`config.mk`:
```
export PLATFORM = sky130hd
export DESIGN_NAME = load_store_unit_flat
export DESIGN_NICKNAME = d
export VERILOG_FILES = /design/src/rtl/load_store_unit_pkg.sv /design/src/rtl/load_store_unit_if.sv /design/src/rtl/load_store_unit_byte_swap.sv /design/src/rtl/load_store_unit.sv /design/src/flat_wrapper.sv
export SDC_FILE = /design/constraint.sdc
export NUM_CORES = 1
export LEC_CHECK = 0
export BUFFER_PORTS_ARGS = -buffer_cell sky130_fd_sc_hd__clkbuf_2
export CAP_MARGIN = 10
export CORE_ASPECT_RATIO = 1.5
export CORE_UTILIZATION = 25
export DETAILED_ROUTE_END_ITERATION = 16
export HOLD_SLACK_MARGIN = 0.15
export PLACE_DENSITY = 0.55
export RECOVER_POWER = 25
export REMOVE_ABC_BUFFERS = 1
export SETUP_SLACK_MARGIN = 0.2
export SLEW_MARGIN = 20
export SYNTH_ARGS = -nofsm -noshare
export SYNTH_HDL_FRONTEND = slang
export SYNTH_SLANG_ARGS = --single-unit
```
`constraint.sdc`:
```
create_clock -name clk -period 5.1 [get_ports clk]
set_input_delay 1.02 -clock clk [delete_from_list [all_inputs] [get_ports clk]]
set_output_delay 1.02 -clock clk [all_outputs]
set_load 0.01 [all_outputs]
```
`src/rtl/load_store_unit_pkg.sv`:
```
// Shared definitions for the load/store unit: MIPS-style load/store opcodes,
// the access state encoding and the store-lane helper functions.
package load_store_unit_pkg;

    localparam logic [5:0] OPCODE_LB  = 6'h20;
    localparam logic [5:0] OPCODE_LH  = 6'h21;
    localparam logic [5:0] OPCODE_LW  = 6'h23;
    localparam logic [5:0] OPCODE_LBU = 6'h24;
    localparam logic [5:0] OPCODE_LHU = 6'h25;
    localparam logic [5:0] OPCODE_SB  = 6'h28;
    localparam logic [5:0] OPCODE_SH  = 6'h29;
    localparam logic [5:0] OPCODE_SW  = 6'h2B;

    typedef enum logic [1:0] {
        IDLE    = 2'd0,
        RD_WAIT = 2'd1,
        WR_WAIT = 2'd2,
        DONE    = 2'd3
    } lsu_state_t;

    // Byte accesses can never be misaligned; unknown opcodes are treated like bytes.
    function automatic logic is_misaligned(input logic [5:0] op, input logic [1:0] lsb);
        logic bad;
        bad = 1'b0;
        case (op)
            OPCODE_LW, OPCODE_SW:             bad = (lsb != 2'b00);
            OPCODE_LH, OPCODE_LHU, OPCODE_SH: bad = lsb[0];
            default:                          bad = 1'b0;
        endcase
        return bad;
    endfunction

    // CPU byte k lands on bus byte 3-k, so lane selection counts down from bit 3.
    function automatic logic [3:0] store_lanes(input logic [5:0] op, input logic [1:0] lsb);
        logic [3:0] lanes;
        lanes = 4'b1111;
        case (op)
            OPCODE_SB: lanes = 4'b1000 >> lsb;
            OPCODE_SH: lanes = lsb[1] ? 4'b0011 : 4'b1100;
            default:   lanes = 4'b1111;
        endcase
        return lanes;
    endfunction

    function automatic logic [31:0] store_replicate(input logic [5:0] op, input logic [31:0] data);
        logic [31:0] rep;
        rep = data;
        case (op)
            OPCODE_SB: rep = {4{data[7:0]}};
            OPCODE_SH: rep = {2{data[15:0]}};
            default:   rep = data;
        endcase
        return rep;
    endfunction

endpackage

```
`src/rtl/load_store_unit_if.sv`:
```
// Avalon-MM memory bus between the load/store unit (master) and memory (slave).
interface load_store_unit_if;

    logic [31:0] address;
    logic        read;
    logic        write;
    logic [3:0]  byteenable;
    logic [31:0] writedata;
    logic        waitrequest;
    logic [31:0] readdata;

    modport master (
        output address, read, write, byteenable, writedata,
        input  waitrequest, readdata
    );

    modport slave (
        input  address, read, write, byteenable, writedata,
        output waitrequest, readdata
    );

endinterface

```
`src/rtl/load_store_unit_byte_swap.sv`:
```
// Reverses the byte order of a 32-bit word; used on both the load and store paths.
module byte_swap (
    input  logic [31:0] data_in,
    output logic [31:0] data_out
);

    assign data_out = {data_in[7:0], data_in[15:8], data_in[23:16], data_in[31:24]};

endmodule

```
`src/rtl/load_store_unit.sv`:
```
// Load/store unit: turns CPU load/store requests into single Avalon-MM accesses,
// stalling the pipeline until the bus completes and flagging misaligned requests.
module load_store_unit
    import load_store_unit_pkg::*;
(
    input  logic              clk,
    input  logic              reset,
    input  logic              req_read,
    input  logic              req_write,
    input  logic [5:0]        opcode,
    input  logic [31:0]       addr,
    input  logic [31:0]       store_data,
    output logic              stall,
    output logic              addr_err,
    output logic [31:0]       readdata_eb,
    output logic [1:0]        lsb_bits,
    output logic [5:0]        opcode_q,
    load_store_unit_if.master bus
);

    lsu_state_t  state;
    lsu_state_t  next_state;
    logic        misaligned;
    logic        any_req;
    logic        start_read;
    logic        start_write;
    logic [31:0] store_replicated;
    logic [31:0] store_swapped;
    logic [31:0] load_swapped;

    logic [31:0] address_r;
    logic        read_r;
    logic        write_r;
    logic [3:0]  byteenable_r;
    logic [31:0] writedata_r;
    logic [1:0]  pend_lsb;
    logic [5:0]  pend_opcode;

    byte_swap u_load_swap (
        .data_in  (bus.readdata),
        .data_out (load_swapped)
    );

    byte_swap u_store_swap (
        .data_in  (store_replicated),
        .data_out (store_swapped)
    );

    always_ff @(posedge clk or posedge reset) begin
        if (reset) begin
            state <= IDLE;
        end else begin
            state <= next_state;
        end
    end

    // Read wins when both requests are present; DONE never accepts a new request.
    always_comb begin
        next_state       = state;
        start_read       = 1'b0;
        start_write      = 1'b0;
        stall            = 1'b0;
        addr_err         = 1'b0;
        misaligned       = is_misaligned(opcode, addr[1:0]);
        any_req          = req_read | req_write;
        store_replicated = store_replicate(opcode, store_data);
        case (state)
            IDLE: begin
                if (any_req) begin
                    if (misaligned) begin
                        addr_err = 1'b1;
                    end else if (req_read) begin
                        start_read = 1'b1;
                        stall      = 1'b1;
                        next_state = RD_WAIT;
                    end else begin
                        start_write = 1'b1;
                        stall       = 1'b1;
                        next_state  = WR_WAIT;
                    end
                end
            end
            RD_WAIT: begin
                stall = 1'b1;
                if (!bus.waitrequest) begin
                    next_state = DONE;
                end
            end
            WR_WAIT: begin
                stall = 1'b1;
                if (!bus.waitrequest) begin
                    next_state = DONE;
                end
            end
            DONE: begin
                next_state = IDLE;
            end
            default: begin
                next_state = IDLE;
            end
        endcase
    end

    // Bus request fields are loaded once at the start and then held untouched
    // until the slave releases waitrequest.
    always_ff @(posedge clk or posedge reset) begin
        if (reset) begin
            address_r    <= '0;
            read_r       <= 1'b0;
            write_r      <= 1'b0;
            byteenable_r <= '0;
            writedata_r  <= '0;
            pend_lsb     <= '0;
            pend_opcode  <= '0;
            readdata_eb  <= '0;
            lsb_bits     <= '0;
            opcode_q     <= '0;
        end else begin
            if (start_read) begin
                address_r    <= {addr[31:2], 2'b00};
                read_r       <= 1'b1;
                byteenable_r <= 4'b1111;
                pend_lsb     <= addr[1:0];
                pend_opcode  <= opcode;
            end else if (start_write) begin
                address_r    <= {addr[31:2], 2'b00};
                write_r      <= 1'b1;
                byteenable_r <= store_lanes(opcode, addr[1:0]);
                writedata_r  <= store_swapped;
            end
            if (state == RD_WAIT && !bus.waitrequest) begin
                read_r      <= 1'b0;
                readdata_eb <= load_swapped;
                lsb_bits    <= pend_lsb;
                opcode_q    <= pend_opcode;
            end
            if (state == WR_WAIT && !bus.waitrequest) begin
                write_r <= 1'b0;
            end
        end
    end

    assign bus.address    = address_r;
    assign bus.read       = read_r;
    assign bus.write      = write_r;
    assign bus.byteenable = byteenable_r;
    assign bus.writedata  = writedata_r;

endmodule

```
`src/flat_wrapper.sv`:
```
// flat-port wrapper written by rule: the top's interface ports become plain ports
module load_store_unit_flat import load_store_unit_pkg::*;
  (clk, reset, req_read, req_write, opcode, addr, store_data, stall, addr_err, readdata_eb, lsb_bits, opcode_q, bus_address, bus_read, bus_write, bus_byteenable, bus_writedata, bus_waitrequest, bus_readdata);
  load_store_unit_if bus_i ();
  input  logic clk;
  input  logic reset;
  input  logic req_read;
  input  logic req_write;
  input  logic [5:0] opcode;
  input  logic [31:0] addr;
  input  logic [31:0] store_data;
  output logic stall;
  output logic addr_err;
  output logic [31:0] readdata_eb;
  output logic [1:0] lsb_bits;
  output logic [5:0] opcode_q;
  output wire logic [$bits(bus_i.address)-1:0] bus_address;
  output wire logic [$bits(bus_i.read)-1:0] bus_read;
  output wire logic [$bits(bus_i.write)-1:0] bus_write;
  output wire logic [$bits(bus_i.byteenable)-1:0] bus_byteenable;
  output wire logic [$bits(bus_i.writedata)-1:0] bus_writedata;
  input wire logic [$bits(bus_i.waitrequest)-1:0] bus_waitrequest;
  input wire logic [$bits(bus_i.readdata)-1:0] bus_readdata;
  assign bus_address = bus_i.address;
  assign bus_read = bus_i.read;
  assign bus_write = bus_i.write;
  assign bus_byteenable = bus_i.byteenable;
  assign bus_writedata = bus_i.writedata;
  assign bus_i.waitrequest = bus_waitrequest;
  assign bus_i.readdata = bus_readdata;
  load_store_unit u_core (.clk(clk), .reset(reset), .req_read(req_read), .req_write(req_write), .opcode(opcode), .addr(addr), .store_data(store_data), .stall(stall), .addr_err(addr_err), .readdata_eb(readdata_eb), .lsb_bits(lsb_bits), .opcode_q(opcode_q), .bus(bus_i));
endmodule
```
# Yosys cells after proc, flatten, opt, wreduce, memory -nomap -nowiden
# Cells that the tools add are included.
# totals
ff_bits	120
in_bits	107
out_inout_bits	112
wordCells	73
# classes
eq_ne	13
shifts	1
n_mux	32
bitwise_logic	2
n_reduce_logical	14
# op_table
cell	n
$mux 32	2
$pmux 32 s2	1
$eq 6x6->1 const B	6
$mux 1	18
$mux 4	3
$mux 2	4
$pmux 4 s2	1
$reduce_bool 2->1	4
$ne 2x2->1 const B	3
$pmux 2 s3	1
$eq 2x2->1 const B	2
$pmux 1 s2	2
$reduce_and 2->1	2
$reduce_or 2->1	2
$shr 4x2->4 const A	1
$reduce_and 3->1	1
$reduce_or 3->1	1
$eq 2x1->1 const B	1
$logic_and 1x1->1	2
$logic_not 2->1	1
$ne 2x1->1 const B	1
$logic_not 1->1	1
$not 1->1	1
$or 1x1->1	1

# Depth between registers and ports, before layout
# Gate-level depths: netlist of the first run.
# depth
word_depth	9
depth_mapped	7
ltp_nobuf	6

# Cells and area by module
# A second synthesis of the first run with hierarchy kept.
# unflattened
cells_unflattened	403
area_unflattened_um2	5572.8
# modules_own_cells
module	instances	cells_each	area_per_inst_um2	seq_area_each_um2
load_store_unit	1	339	5092.4	2952.8
byte_swap	2	32	240.2	0.0

# Worst setup path after synthesis of the first run
# Ideal clock, no wire load.
# synth_timing
kind	input to output
startpoint	in req_read
endpoint	out stall
arrival_time_ps	2075
required_time_ps	4080
path_slack_ps	2005
path_stages	6
n_path_buf	2
path_cell_list	buf_2 or2_2 nand2_1 nor2_2 buf_2 o21ba_2
# synth_via
elab_chain_len	3
# synth_rtl
item	line_no	source
start: declaration	flat_wrapper.sv:7	input logic req_read;
$or 1x1->1	load_store_unit.sv:65	any_req = req_read | req_write;
$mux 1	load_store_unit.sv:69	if (any_req) begin
$pmux 1 s2	load_store_unit.sv:67	case (state)
end: declaration	flat_wrapper.sv:12	output logic stall;
# Every way passes these cells.

# Worst setup path in the final report of the first run
# layout_timing
startpoint	in opcode[1]
endpoint	out stall
# layout_via
elab_chain_len	6
word_cells_on_any_way	11
cone_classes	5 x eq/ne; 4 x mux; 2 x reduce/logical
# layout_rtl
item	line_no	source
start: declaration	flat_wrapper.sv:9	input logic [5:0] opcode;
$eq 6x6->1	load_store_unit_pkg.sv:25	case (op)
$reduce_or 3->1 / $reduce_or 2->1 (equally long branches)	load_store_unit_pkg.sv:25	
$pmux 1 s2 *	load_store_unit_pkg.sv:25	
$mux 1 *	load_store_unit.sv:70	if (misaligned) begin
$mux 1 *	load_store_unit.sv:69	
$pmux 1 s2 *	load_store_unit.sv:67	
# Mark *: on every way between the ends. The rest lies on a longest branch, timed or not.

==> flow_summary.html, run 1 <==
<table>
<tr><th>Metric</th><th>Value</th></tr>
<tr><th colspan="2">Hold path</th></tr>
<tr><td>Hold depth</td><td>1</td></tr>
<tr><td>Hold Crit Endpoint</td><td>u_core.bus.writedata[24]</td></tr>
<tr><td>Type of the tightest min-delay check</td><td>reg -&gt; reg</td></tr>
<tr><td>Launch point of the worst hold path</td><td>u_core.bus.writedata[24]</td></tr>
<tr><th colspan="2">Timing</th></tr>
<tr><td>Fmax achieved</td><td>265 MHz</td></tr>
<tr><td>Hold Vio Cnt, Final</td><td>0</td></tr>
<tr><td>Relative slew margins</td><td>-85.6%</td></tr>
<tr><td>Share of the clock period used by the worst path after layout</td><td>74.1%</td></tr>
<tr><td>Transition time of the tightest slew-check pin</td><td>2770 ps</td></tr>
<tr><td>Number of pins exceeding their max-slew limit in the final report</td><td>92</td></tr>
<tr><td>Total negative setup slack</td><td>0 ps</td></tr>
<tr><td>Final count of negative-setup-slack endpoints</td><td>0</td></tr>
<tr><td>Final worst hold slack</td><td>500 ps</td></tr>
<tr><td>Unrepaired setup endpoints after global routing</td><td>no</td></tr>
<tr><td>Layout Skew</td><td>6.68 ps</td></tr>
<tr><td>Post-route minimum period</td><td>3780 ps</td></tr>
<tr><th colspan="2">Flow run</th></tr>
<tr><td>Maximum capacitance violations</td><td>2</td></tr>
<tr><th colspan="2">Global routing</th></tr>
<tr><td>Global-route wire length before repair</td><td>20.0 mm</td></tr>
<tr><td>Initial antenna violation count</td><td>0</td></tr>
<tr><td>Via count of the first global-routing pass</td><td>3932</td></tr>
<tr><td>Total gr overflow</td><td>0</td></tr>
<tr><td>Global Route Usage Sum</td><td>12.2%</td></tr>
<tr><td>Largest net degree at the start of global routing</td><td>61</td></tr>
<tr><th colspan="2">Floorplan</th></tr>
<tr><td>Die width</td><td>119 um</td></tr>
<tr><td>Area of the die</td><td>21300 sq um</td></tr>
<tr><td>Top-Level Pins</td><td>219</td></tr>
<tr><td>Starting utilization of the core area</td><td>25.4%</td></tr>
<tr><td>Std-Cell Core Area</td><td>20300 sq um</td></tr>
<tr><td>Cell Rows</td><td>64</td></tr>
<tr><td>Vert. Die Dim</td><td>178 um</td></tr>
<tr><th colspan="2">Drt</th></tr>
<tr><td>Drt first-iter violations</td><td>104</td></tr>
<tr><td>Vias per cell</td><td>4.35</td></tr>
<tr><td>Antenna-violating nets left</td><td>0</td></tr>
<tr><td>WL final</td><td>12.8 mm</td></tr>
<tr><td>Via count</td><td>3670</td></tr>
<tr><td>Wire per inst</td><td>15.2 um</td></tr>
<tr><td>Total DRC errors in the routed layout</td><td>0</td></tr>
<tr><td>Number of iterations in the first detailed-routing pass</td><td>4</td></tr>
<tr><th colspan="2">Clock tree</th></tr>
<tr><td>Number of buffers added by the clock tree synthesis step</td><td>17</td></tr>
<tr><td>Clock-pin transition on the worst setup and hold timing paths</td><td>50 ps</td></tr>
<tr><td>Insertion delay to the later sink of the worst-skew pair</td><td>400 ps</td></tr>
<tr><td>Resized cells post-CTS</td><td>0</td></tr>
<tr><td>Number of post-CTS setup repair buffers</td><td>0</td></tr>
<tr><td>Total number of clock tree sinks</td><td>118</td></tr>
<tr><td>Hold buffer count at CTS</td><td>0</td></tr>
<tr><td>Maximum clock insertion buffer count</td><td>2</td></tr>
<tr><td>CTS Root Buffer Type</td><td>clkbuf_16</td></tr>
<tr><td>Clock tree from TritonCTS</td><td>built</td></tr>
<tr><td>Count of H-tree levels built during CTS</td><td>4</td></tr>
<tr><th colspan="2">Synth</th></tr>
<tr><td>Number of instances in the synthesized netlist</td><td>344</td></tr>
<tr><td>Cell area after synthesis</td><td>5170 sq um</td></tr>
<tr><td>Post-synthesis area per instance</td><td>15.0 sq um</td></tr>
<tr><td>Number of storage elements in the synthesis netlist</td><td>118</td></tr>
<tr><td>Ranking of synthesized cells by area</td><td>dfrtp_1 57%, mux2_2 27%, mux2_4 4.7%</td></tr>
<tr><td>Leading cell type by number of instances after synthesis</td><td>mux2_2</td></tr>
<tr><td>Largest area contributor in the synthesized netlist</td><td>dfrtp_1</td></tr>
<tr><td>FFs w/ async S/R, synth</td><td>100%</td></tr>
<tr><td>Most frequent cells after synthesis</td><td>123 x mux2_2, 118 x dfrtp_1, 16 x mux2_4</td></tr>
<tr><td>Most used flip-flop cell after synthesis</td><td>dfrtp_1</td></tr>
<tr><td>Number of warnings printed during yosys synthesis</td><td>0</td></tr>
<tr><td>EDFF count, synth</td><td>0</td></tr>
<tr><td>Synth top area share</td><td>57.2%</td></tr>
<tr><td>Library cells used by synthesis</td><td>39</td></tr>
<tr><td>Part of the Yosys area used for sequential elements</td><td>57.2%</td></tr>
<tr><th colspan="2">Run status</th></tr>
<tr><td>Result of the run</td><td>complete, but fails checks</td></tr>
<tr><td>Failing checks</td><td>capacitance limit, slew limit</td></tr>
<tr><th colspan="2">Worst setup path</th></tr>
<tr><td>Data arrival time at the worst-slack endpoint</td><td>2760 ps</td></tr>
<tr><td>Setup slack on the worst flop-to-flop path</td><td>2690 ps</td></tr>
<tr><td>Worst R2R Start</td><td>u_core.state[1]</td></tr>
<tr><td>Reg2reg end</td><td>u_core.readdata_eb[5]</td></tr>
<tr><td>Setup crit start kind</td><td>input port</td></tr>
<tr><td>Critical path endpoint category</td><td>output pin</td></tr>
<tr><td>Crit-path max FO</td><td>35</td></tr>
<tr><td>Depth of the worst register-to-register path</td><td>5</td></tr>
<tr><td>Crit path required time</td><td>4080 ps</td></tr>
<tr><td>Critical path type</td><td>in -&gt; out</td></tr>
<tr><th colspan="2">Place</th></tr>
<tr><td>GP Congestion</td><td>0.755</td></tr>
<tr><td>Cell Area, Placed</td><td>6540 sq um</td></tr>
<tr><td>Number of port buffers</td><td>216</td></tr>
<tr><td>DP Wirelength</td><td>9.47 mm</td></tr>
<tr><th colspan="2">Finish</th></tr>
<tr><td>Number of antenna repair diodes</td><td>0</td></tr>
<tr><td>Layout Cell Area excl Fill</td><td>7100 sq um</td></tr>
<tr><td>Net count of the finished layout</td><td>681</td></tr>
<tr><td>Fraction of layout instances using a drive strength above 1</td><td>68.3%</td></tr>
<tr><td>Synth-to-Final Area Change</td><td>37.4%</td></tr>
<tr><th colspan="2">Power</th></tr>
<tr><td>Areal power density over the cells</td><td>615 nW/um^2</td></tr>
<tr><td>Maximum vdd ir drop</td><td>0.167 mV</td></tr>
<tr><td>Leak</td><td>3.38 nW</td></tr>
</table>
==> cells in the final DEF (no fill, tap or decap), drive strengths merged, types with 3 or more instances in the layout <==
cell,count
mux2,140
o21ai,3
a2bb2oi,5
buf,6
inv,5
nand2,9
ha,5
nand3,3
clkbuf,238
o21a,3
clkinv,3
nor2,5
clkinvlp,5
nor3,4
dfrtp,118
==> through the flow <==
stage | instances | setup WS, ps | total power [mW] | utilization, %
final | 844 | 1320 | 4.36 | 34.9
after global routing | 844 | 775 | 4.66 | 34.9
after CTS | 843 | 1560 | 4.45 | 34.9
after detailed placement | 813 | 1560 | 3.28 | 32.2
after global placement | 813 | 1560 | 3.24 | 32.2
after floorplan | 327 | 951 | 2.58 | -
==> worst max-delay path, stage by stage <==
cell and delay, ps:
clkbuf_1 190, nand3b_1 130, o2bb2ai_1 680, nor2_4 60, buf_4 280, o21ba_2 250, clkbuf_2 140
==> metal layers <==
layer,share of wire (%),vias up,track usage (%)
met4,1.1,0,4.64
met3,5.5,9,3.64
li1,-,1681,-
met5,0,-,0
met2,54,126,21.9
met1,39,1854,13.5
==> final cells by class <==
cell class | instances | area (sq um)
fill | 2056 | 13200
sequential | 118 | 2950
multi-input combinational | 203 | 2100
timing repair buffer | 223 | 1140
clock buffer | 21 | 450
tap | 264 | 330
clock inverter | 9 | 105
inverter | 6 | 23.8
==> worst max-delay path by stage <==
stage | cells past startpoint | endpoint | startpoint | slack (ps)
detailed placement | 7 | stall | opcode[0] | 1560
global route | 3 | u_core.pend_opcode[4] | reset | 780
global placement | 7 | stall | opcode[0] | 1560
floorplan | 1 | u_core.bus.address[10] | reset | 950
finish | 7 | stall | opcode[1] | 1320
CTS | 7 | stall | opcode[0] | 1560
==> sequential cells by signal, summed over array words and instances, names as in the netlist <==
signal	cells
u_core.bus.read	1
u_core.opcode_q	6
u_core.pend_opcode	6
u_core.bus.byteenable	4
u_core.bus.address	30
u_core.lsb_bits	2
u_core.readdata_eb	32
u_core.pend_lsb	2
u_core.bus.write	1
u_core.bus.writedata	32
u_core.state	2
==> report_power, final <==
part | switching [mW] | internal [mW] | total [mW]
sequential | 0.250 | 1.40 | 1.65
combinational | 0.735 | 0.840 | 1.57
clock | 0.414 | 0.723 | 1.14
==> logic make-up after synthesis <==
group           synth area share, %
other cells                  0.0726
simple gates                   3.66
mux                            32.1
flops                          57.2
fa+ha+maj                      1.21
compound gates                 3.41
buf+inv                        2.42
Note: power is estimated with default switching activity, not from simulation.
==> run 2, diff against run 1 <==
clock period = 3.9 ns   (was 5.1 ns; I/O delays follow)
==> run 2 against run 1 <==
Compared with the run above: the flow still finishes with violations (capacitance limit, slew limit); via count down 1.0%; worst hold slack got worse by 4.8 ps; critical endpoint is now addr_err; sequential share of layout area is 0.59 points lower; clock power is 48% higher; first-iteration DRC count up 8.7%; power up 36%; die area unchanged.
==> flow_summary.html, run 2 (synthesized netlist as in run 1, its figures left out) <==
<table>
<tr><th>Metric</th><th>Value</th></tr>
<tr><th colspan="2">Clock tree</th></tr>
<tr><td>CTS Root Buffer Type</td><td>clkbuf_16 (unchanged)</td></tr>
<tr><td>Hold buffer count at CTS</td><td>0 (unchanged)</td></tr>
<tr><td>Total number of clock tree sinks</td><td>118 (unchanged)</td></tr>
<tr><td>Resized cells post-CTS</td><td>0 (unchanged)</td></tr>
<tr><td>Clock-pin transition on the worst setup and hold timing paths</td><td>60 ps (was 50 ps)</td></tr>
<tr><td>Maximum clock insertion buffer count</td><td>2 (unchanged)</td></tr>
<tr><td>Insertion delay to the later sink of the worst-skew pair</td><td>420 ps (was 400 ps)</td></tr>
<tr><td>Count of H-tree levels built during CTS</td><td>4 (unchanged)</td></tr>
<tr><td>Clock tree from TritonCTS</td><td>built (unchanged)</td></tr>
<tr><td>Number of post-CTS setup repair buffers</td><td>0 (unchanged)</td></tr>
<tr><td>Number of buffers added by the clock tree synthesis step</td><td>17 (unchanged)</td></tr>
<tr><th colspan="2">Worst setup path</th></tr>
<tr><td>Worst R2R Start</td><td>u_core.state[1] (unchanged)</td></tr>
<tr><td>Critical path type</td><td>reg -&gt; out (was in -&gt; out)</td></tr>
<tr><td>Data arrival time at the worst-slack endpoint</td><td>1990 ps (was 2760 ps)</td></tr>
<tr><td>Beginning of the critical path</td><td>u_core.state[1] (was opcode[1])</td></tr>
<tr><td>Critical path endpoint category</td><td>output pin (unchanged)</td></tr>
<tr><td>Crit-path max FO</td><td>9 (was 35)</td></tr>
<tr><td>Crit path required time</td><td>3120 ps (was 4080 ps)</td></tr>
<tr><td>Setup crit start kind</td><td>flip-flop (was input port)</td></tr>
<tr><th colspan="2">Place</th></tr>
<tr><td>Number of port buffers</td><td>216 (unchanged)</td></tr>
<tr><td>DP Wirelength</td><td>9.31 mm (was 9.47 mm)</td></tr>
<tr><td>Placed insts</td><td>813 (unchanged)</td></tr>
<tr><td>Pre-CTS setup slack</td><td>1150 ps (was 1560 ps)</td></tr>
<tr><td>GP Congestion</td><td>0.775 (was 0.755)</td></tr>
<tr><th colspan="2">Timing</th></tr>
<tr><td>Relative slew margins</td><td>-29.2% (was -85.6%)</td></tr>
<tr><td>Total negative setup slack</td><td>0 ps (unchanged)</td></tr>
<tr><td>Hold Vio Cnt, Final</td><td>0 (unchanged)</td></tr>
<tr><td>Final count of negative-setup-slack endpoints</td><td>0 (unchanged)</td></tr>
<tr><td>Final worst hold slack</td><td>495 ps (was 500 ps)</td></tr>
<tr><td>Post-route minimum period</td><td>2770 ps</td></tr>
<tr><td>Number of pins exceeding their max-slew limit in the final report</td><td>90 (was 92)</td></tr>
<tr><td>Share of the clock period used by the worst path after layout</td><td>71.2%</td></tr>
<tr><td>Unrepaired setup endpoints after global routing</td><td>no (unchanged)</td></tr>
<tr><td>Transition time of the tightest slew-check pin</td><td>1930 ps (was 2770 ps)</td></tr>
<tr><td>Fmax achieved</td><td>360 MHz</td></tr>
<tr><td>Worst setup margin</td><td>1130 ps (was 1320 ps)</td></tr>
<tr><td>Layout Skew</td><td>8.58 ps (was 6.68 ps)</td></tr>
<tr><th colspan="2">Floorplan</th></tr>
<tr><td>Die width</td><td>119 um (unchanged)</td></tr>
<tr><td>Top-Level Pins</td><td>219 (unchanged)</td></tr>
<tr><td>Starting utilization of the core area</td><td>25.4% (unchanged)</td></tr>
<tr><td>Std-Cell Core Area</td><td>20300 sq um (unchanged)</td></tr>
<tr><td>Vert. Die Dim</td><td>178 um (unchanged)</td></tr>
<tr><td>Area of the die</td><td>21300 sq um (unchanged)</td></tr>
<tr><td>Cell Rows</td><td>64 (unchanged)</td></tr>
<tr><th colspan="2">Flow run</th></tr>
<tr><td>Maximum capacitance violations</td><td>1 (was 2)</td></tr>
<tr><th colspan="2">Power</th></tr>
<tr><td>Areal power density over the cells</td><td>821 nW/um^2 (was 615 nW/um^2)</td></tr>
<tr><td>Leak</td><td>3.44 nW (was 3.38 nW)</td></tr>
<tr><td>Maximum vdd ir drop</td><td>0.262 mV (was 0.167 mV)</td></tr>
<tr><th colspan="2">Global routing</th></tr>
<tr><td>Largest net degree at the start of global routing</td><td>90 (was 61)</td></tr>
<tr><td>Via count of the first global-routing pass</td><td>3791 (was 3932)</td></tr>
<tr><td>Total gr overflow</td><td>0 (unchanged)</td></tr>
<tr><td>Initial antenna violation count</td><td>0 (unchanged)</td></tr>
<tr><td>Global-route wire length before repair</td><td>19.7 mm (was 20.0 mm)</td></tr>
<tr><td>Global Route Usage Sum</td><td>12.2% (about the same)</td></tr>
<tr><th colspan="2">Drt</th></tr>
<tr><td>Total DRC errors in the routed layout</td><td>0 (unchanged)</td></tr>
<tr><td>Number of iterations in the first detailed-routing pass</td><td>4 (unchanged)</td></tr>
<tr><td>Antenna-violating nets left</td><td>0 (unchanged)</td></tr>
<tr><td>Wire per inst</td><td>15.1 um (was 15.2 um)</td></tr>
<tr><td>Vias per cell</td><td>4.29 (was 4.35)</td></tr>
<tr><td>WL final</td><td>12.8 mm (about the same)</td></tr>
<tr><td>Via count</td><td>3632 (was 3670)</td></tr>
<tr><td>Drt first-iter violations</td><td>113 (was 104)</td></tr>
<tr><th colspan="2">Finish</th></tr>
<tr><td>Fraction of the core area covered by cells at the end of the flow</td><td>35.4% (was 34.9%)</td></tr>
<tr><td>Highest-count cells in the layout ignoring fill and taps</td><td>215 x clkbuf_2, 123 x mux2_2, 118 x dfrtp_1, 17 x clkbuf_16, 16 x mux2_4 (unchanged)</td></tr>
<tr><td>Number of antenna repair diodes</td><td>0 (unchanged)</td></tr>
<tr><td>Fraction of layout instances using a drive strength above 1</td><td>69.4% (was 68.3%)</td></tr>
<tr><td>Net count of the finished layout</td><td>681 (unchanged)</td></tr>
<tr><td>Most frequent standard cell in the layout excluding fill and tap cells</td><td>clkbuf_2 (unchanged)</td></tr>
<tr><td># fillers</td><td>2048 (was 2056)</td></tr>
<tr><td>Count of placed standard cells in the final layout, fillers left out</td><td>846 (was 844)</td></tr>
<tr><td>Synth-to-Final Area Change</td><td>39.4% (was 37.4%)</td></tr>
<tr><th colspan="2">Hold path</th></tr>
<tr><td>Launch point of the worst hold path</td><td>u_core.bus.writedata[28] (was u_core.bus.writedata[24])</td></tr>
<tr><td>Type of the tightest min-delay check</td><td>reg -&gt; reg (unchanged)</td></tr>
<tr><th colspan="2">Run status</th></tr>
<tr><td>Failing checks</td><td>capacitance limit, slew limit (unchanged)</td></tr>
<tr><td>Result of the run</td><td>complete, but fails checks (unchanged)</td></tr>
</table>
## run 2: metal layers
layer	vias to the layer above	part of all wire (%)	track usage (%)
li1	1687	-	-
met1	1802	40	13.5
met2	133	52	21.2
met3	10	6.8	4.41
met4	0	1.3	5.26
met5	-	0	0
## run 2: where the power goes
group          switching, mW  internal [mW]  total, mW
combinational          0.963           1.10       2.06
clock                  0.595           1.09       1.69
sequential             0.329           1.83       2.16
## run 2: area by class of cell
type / instances / area (sq um) / area share (%)
clock inverters: 14 / 198 / 2.75
repair buffers: 223 / 1140 / 15.9
clock buffers: 18 / 439 / 6.10
flip-flops and latches: 118 / 2950 / 41.0
multi-input cells: 203 / 2110 / 29.3
well taps: 264 / 330 / 4.59
inverters: 6 / 26.3 / 0.365
## run 2: final timing paths
| kind | endpoint | slack [ps] | depth (start not counted) |
|---|---|---|---|
| max in group asynchronous | u_core.state[1] | 1840 | 3 |
| min in group asynchronous | u_core.bus.address[18] | 920 | 2 |
| worst min-delay path | u_core.bus.writedata[28] | 490 | 1 |
| worst min register to register | u_core.bus.writedata[28] | 490 | 1 |
| worst max-delay path | addr_err | 1130 | 5 |
| worst max register to register | u_core.bus.writedata[6] | 1700 | 6 |
## run 2: through the flow
| stage | area (sq um) | total power, mW |
|---|---|---|
| 2_1_floorplan | 5070 | 3.37 |
| 3_3_place_gp | 6540 | 4.21 |
| 3_5_place_dp | 6540 | 4.28 |
| 4_1_cts | 7180 | 6.03 |
| 5_1_grt | 7200 | 6.31 |
| 6_report | 7200 | 5.91 |
## run 2: critical path: stages (launching register included)
cell and delay, ps:
dfrtp_1 430, inv_1 150, ha_1 360, nand2_1 180, nor4_1 260, clkbuf_2 200
==> run 3, diff against run 2 <==
ABC_AREA = 1   (was default)
PLACE_DENSITY = 0.57   (was 0.55)
clock period = 2.5 ns   (was 3.9 ns; I/O delays follow)
==> run 3 against run 2 <==
Compared with the run above: register-to-register slack worse by 1000 ps; highest routed layer unchanged; cell area down 1.9%; first-iteration DRC count grew 81%; area after synthesis decreased by 0.75%; synthesized cell count increased by 81%; the flow still finishes with violations (capacitance limit, slew limit); sequential power grew 54%; worst hold slack lost 210 ps; routed wire length is 12% higher; worst setup slack worse by 790 ps.
==> flow_summary.html, run 3 <==
<table>
<tr><th>Metric</th><th>Value</th></tr>
<tr><th colspan="2">Clock tree</th></tr>
<tr><td>Maximum clock insertion buffer count</td><td>2 (unchanged)</td></tr>
<tr><td>Total number of clock tree sinks</td><td>118 (unchanged)</td></tr>
<tr><td>Count of H-tree levels built during CTS</td><td>4 (unchanged)</td></tr>
<tr><td>Clock tree from TritonCTS</td><td>built (unchanged)</td></tr>
<tr><td>CTS Root Buffer Type</td><td>clkbuf_16 (unchanged)</td></tr>
<tr><td>Insertion delay to the later sink of the worst-skew pair</td><td>410 ps (was 420 ps)</td></tr>
<tr><td>Hold buffer count at CTS</td><td>0 (unchanged)</td></tr>
<tr><td>Clock-pin transition on the worst setup and hold timing paths</td><td>60 ps (about the same)</td></tr>
<tr><td>Number of buffers added by the clock tree synthesis step</td><td>17 (unchanged)</td></tr>
<tr><th colspan="2">Power</th></tr>
<tr><td>Areal power density over the cells</td><td>1270 nW/um^2 (was 821 nW/um^2)</td></tr>
<tr><td>Maximum vdd ir drop</td><td>0.371 mV (was 0.262 mV)</td></tr>
<tr><td>Leak</td><td>4.11 nW (was 3.44 nW)</td></tr>
<tr><th colspan="2">Global routing</th></tr>
<tr><td>Largest net degree at the start of global routing</td><td>119 (was 90)</td></tr>
<tr><td>Via count of the first global-routing pass</td><td>4321 (was 3791)</td></tr>
<tr><td>Global Route Usage Sum</td><td>13.9% (was 12.2%)</td></tr>
<tr><td>Total gr overflow</td><td>0 (unchanged)</td></tr>
<tr><td>Initial antenna violation count</td><td>0 (unchanged)</td></tr>
<tr><td>Global-route wire length before repair</td><td>22.5 mm (was 19.7 mm)</td></tr>
<tr><th colspan="2">Timing</th></tr>
<tr><td>Final count of negative-setup-slack endpoints</td><td>0 (unchanged)</td></tr>
<tr><td>Layout Skew</td><td>8.28 ps (was 8.58 ps)</td></tr>
<tr><td>Hold Vio Cnt, Final</td><td>0 (unchanged)</td></tr>
<tr><td>Transition time of the tightest slew-check pin</td><td>1660 ps (was 1930 ps)</td></tr>
<tr><td>Unrepaired setup endpoints after global routing</td><td>no (unchanged)</td></tr>
<tr><td>Post-route minimum period</td><td>2160 ps</td></tr>
<tr><td>Total negative setup slack</td><td>0 ps (unchanged)</td></tr>
<tr><td>Fmax achieved</td><td>462 MHz</td></tr>
<tr><td>Share of the clock period used by the worst path after layout</td><td>86.5%</td></tr>
<tr><td>Relative slew margins</td><td>-10.7% (was -29.2%)</td></tr>
<tr><td>Number of pins exceeding their max-slew limit in the final report</td><td>119 (was 90)</td></tr>
<tr><td>Worst setup margin</td><td>337 ps (was 1130 ps)</td></tr>
<tr><th colspan="2">Synth</th></tr>
<tr><td>EDFF count, synth</td><td>0 (unchanged)</td></tr>
<tr><td>Number of warnings printed during yosys synthesis</td><td>0 (unchanged)</td></tr>
<tr><td>Most used flip-flop cell after synthesis</td><td>dfrtp_1 (unchanged)</td></tr>
<tr><td>Ranking of synthesized cells by area</td><td>dfrtp_1 58%, nand2_1 26%, nand3_1 3.2% (was dfrtp_1 57%, mux2_2 27%, mux2_4 4.7%)</td></tr>
<tr><td>Leading cell type by number of instances after synthesis</td><td>nand2_1 (was mux2_2)</td></tr>
<tr><td>Library cells used by synthesis</td><td>25 (was 39)</td></tr>
<tr><td>Part of the Yosys area used for sequential elements</td><td>57.6% (was 57.2%)</td></tr>
<tr><td>Number of storage elements in the synthesis netlist</td><td>118 (unchanged)</td></tr>
<tr><td>FFs w/ async S/R, synth</td><td>100% (unchanged)</td></tr>
<tr><td>Largest area contributor in the synthesized netlist</td><td>dfrtp_1 (unchanged)</td></tr>
<tr><td>Cell area after synthesis</td><td>5130 sq um (was 5170 sq um)</td></tr>
<tr><td>Number of instances in the synthesized netlist</td><td>623 (was 344)</td></tr>
<tr><td>Most frequent cells after synthesis</td><td>360 x nand2_1, 118 x dfrtp_1, 33 x nand3_1 (was 123 x mux2_2, 118 x dfrtp_1, 16 x mux2_4)</td></tr>
<tr><td>Synth top area share</td><td>57.6% (was 57.2%)</td></tr>
<tr><td>Post-synthesis area per instance</td><td>8.23 sq um (was 15.0 sq um)</td></tr>
<tr><th colspan="2">Worst setup path</th></tr>
<tr><td>Most prevalent standard cell on the critical path</td><td>nor2_1</td></tr>
<tr><td>Data arrival time at the worst-slack endpoint</td><td>1660 ps (was 1990 ps)</td></tr>
<tr><td>Crit path required time</td><td>2000 ps (was 3120 ps)</td></tr>
<tr><td>Crit-path max FO</td><td>4 (was 9)</td></tr>
<tr><td>Kind of cell with the highest combined delay on the critical path</td><td>flip-flops (was simple AND/OR/NAND/NOR gates)</td></tr>
<tr><td>Setup crit start kind</td><td>flip-flop (unchanged)</td></tr>
<tr><td>Sum of buffers and inverters on the critical path</td><td>4 (was 2)</td></tr>
<tr><td>Cell at the slowest stage of the critical path</td><td>dfrtp_1 (unchanged)</td></tr>
<tr><td>Critical path cell sequence</td><td>inv_2 &gt; ha_2 &gt; inv_1 &gt; nor2_2 &gt; nand2_4 &gt; inv_8 &gt; nor2_1 &gt; nor2_1 &gt; buf_2 (was inv_1 &gt; ha_1 &gt; nand2_1 &gt; nor4_1 &gt; clkbuf_2)</td></tr>
<tr><td>Critical path type</td><td>reg -&gt; out (unchanged)</td></tr>
<tr><td>Critical path endpoint category</td><td>output pin (unchanged)</td></tr>
<tr><td>CP peak stage delay</td><td>410 ps (was 430 ps)</td></tr>
<tr><th colspan="2">Floorplan</th></tr>
<tr><td>Die width</td><td>119 um (about the same)</td></tr>
<tr><td>Std-Cell Core Area</td><td>19900 sq um (was 20300 sq um)</td></tr>
<tr><td>Area of the die</td><td>21100 sq um (was 21300 sq um)</td></tr>
<tr><td>Starting utilization of the core area</td><td>25.7% (was 25.4%)</td></tr>
<tr><td>Cell Rows</td><td>63 (was 64)</td></tr>
<tr><td>Top-Level Pins</td><td>219 (unchanged)</td></tr>
<tr><td>Vert. Die Dim</td><td>177 um (was 178 um)</td></tr>
<tr><th colspan="2">Finish</th></tr>
<tr><td>Number of antenna repair diodes</td><td>0 (unchanged)</td></tr>
<tr><td>Most frequent standard cell in the layout excluding fill and tap cells</td><td>nand2_1 (was clkbuf_2)</td></tr>
<tr><td>Fraction of the core area covered by cells at the end of the flow</td><td>35.4% (about the same)</td></tr>
<tr><td>Synth-to-Final Area Change</td><td>37.8% (was 39.4%)</td></tr>
<tr><td>Highest-count cells in the layout ignoring fill and taps</td><td>360 x nand2_1, 214 x clkbuf_2, 118 x dfrtp_1, 33 x nand3_1, 26 x inv_1 (was 215 x clkbuf_2, 123 x mux2_2, 118 x dfrtp_1, 17 x clkbuf_16, 16 x mux2_4)</td></tr>
<tr><td>Fraction of layout instances using a drive strength above 1</td><td>32.7% (was 69.4%)</td></tr>
<tr><td>Net count of the finished layout</td><td>958 (was 681)</td></tr>
<tr><th colspan="2">Hold path</th></tr>
<tr><td>Type of the tightest min-delay check</td><td>in -&gt; reg (was reg -&gt; reg)</td></tr>
<tr><th colspan="2">Drt</th></tr>
<tr><td>WL final</td><td>14.3 mm (was 12.8 mm)</td></tr>
<tr><td>Drt first-iter violations</td><td>204 (was 113)</td></tr>
<tr><td>Total DRC errors in the routed layout</td><td>0 (unchanged)</td></tr>
<tr><td>Antenna-violating nets left</td><td>0 (unchanged)</td></tr>
<tr><td>Wire per inst</td><td>12.8 um (was 15.1 um)</td></tr>
<tr><td>Vias per cell</td><td>4.12 (was 4.29)</td></tr>
<tr><td>Number of iterations in the first detailed-routing pass</td><td>4 (unchanged)</td></tr>
<tr><td>Via count</td><td>4607 (was 3632)</td></tr>
<tr><th colspan="2">Place</th></tr>
<tr><td>DP Wirelength</td><td>10.0 mm (was 9.31 mm)</td></tr>
<tr><td>GP Congestion</td><td>0.730 (was 0.775)</td></tr>
<tr><td>Pre-CTS setup slack</td><td>486 ps (was 1150 ps)</td></tr>
<tr><td>Number of port buffers</td><td>216 (unchanged)</td></tr>
<tr><th colspan="2">Run status</th></tr>
<tr><td>Failing checks</td><td>capacitance limit, slew limit (unchanged)</td></tr>
<tr><td>Result of the run</td><td>complete, but fails checks (unchanged)</td></tr>
<tr><th colspan="2">Flow run</th></tr>
<tr><td>Maximum capacitance violations</td><td>1 (unchanged)</td></tr>
</table>
## run 3: changes by cell type after synthesis, sizes merged, moves of 3 or more
cell,delta
nand2,+353
buf,+9
nand3,+31
o21a,-3
mux2,-140
inv,+25
a2bb2oi,-5
o21ai,+24
nor2,+7
## run 3: cell type report
| cell class | count | area [sq um] |
|---|---|---|
| clock buffers | 23 | 478 |
| clock inverters | 9 | 100 |
| fillers | 2125 | 12900 |
| inverters | 32 | 129 |
| multi-input cells | 447 | 1900 |
| flip-flops and latches | 118 | 2950 |
| well taps | 260 | 325 |
| repair buffers | 230 | 1180 |
## run 3: power breakdown
group	total, mW	switching [mW]	internal, mW
clock network	2.38	0.848	1.54
registers	3.32	0.492	2.83
logic	3.25	1.98	1.27
## run 3: stage by stage
| stage | instance area (sq um) | cells | total power [mW] | hold slack (ps) |
|---|---|---|---|---|
| after floorplan | 4960 | 597 | 5.09 | 449 |
| after detailed placement | 6460 | 1082 | 6.60 | 457 |
| after global placement | 6460 | 1082 | 6.56 | 455 |
| after CTS | 7050 | 1115 | 9.08 | 264 |
| after global routing | 7070 | 1119 | 9.69 | 270 |
| final | 7070 | 1119 | 8.96 | 285 |
## run 3: cells by family (layout without fill, tap and decap cells)
family                     Yosys count  after routing  share of synthesized area, %
AOI/OAI and AO/OA                   30             30                          3.66
adders and majority gates            5              5                          1.22
buffers and inverters               59            294                          5.71
DFF                                118            118                          57.6
other                                1              2                        0.0731
and+or+nand+nor                    410            410                          31.7
## run 3: final timing paths
check	start	end	slack, ps	cells past startpoint
worst max-delay path	u_core.state[0]	stall	340	9
worst min-delay path	addr[5]	u_core.bus.address[5]	290	3
worst max register to register	u_core.state[0]	u_core.bus.writedata[30]	660	9
worst min register to register	u_core.lsb_bits[1]	u_core.lsb_bits[1]	470	2
max in group asynchronous	reset	u_core.readdata_eb[3]	790	3
min in group asynchronous	reset	u_core.bus.address[29]	640	3
## run 3: routing by layer
layer | up-vias | GRT usage (%) | wire length, um
met5 | - | 0 | 0
met3 | 12 | 3.53 | 552
met1 | 2119 | 16.0 | 6050
met2 | 128 | 24.6 | 7470
met4 | 0 | 5.70 | 212
li1 | 2348 | - | -
## run 3: worst register-to-register path, stage by stage, from the launching register on
cell	delay, ps
dfrtp_1	410
inv_2	90
ha_2	190
inv_1	60
nor2_2	120
nand2_4	90
buf_4	150
nor2_4	450
nand2_1	130
nand2_1	90
## run 3: what timing repair did
item,in CTS,in global routing
endpoints found under the setup margin,1,1
buffers inserted,1,4
pin swaps,0,2
resized for setup,1,4
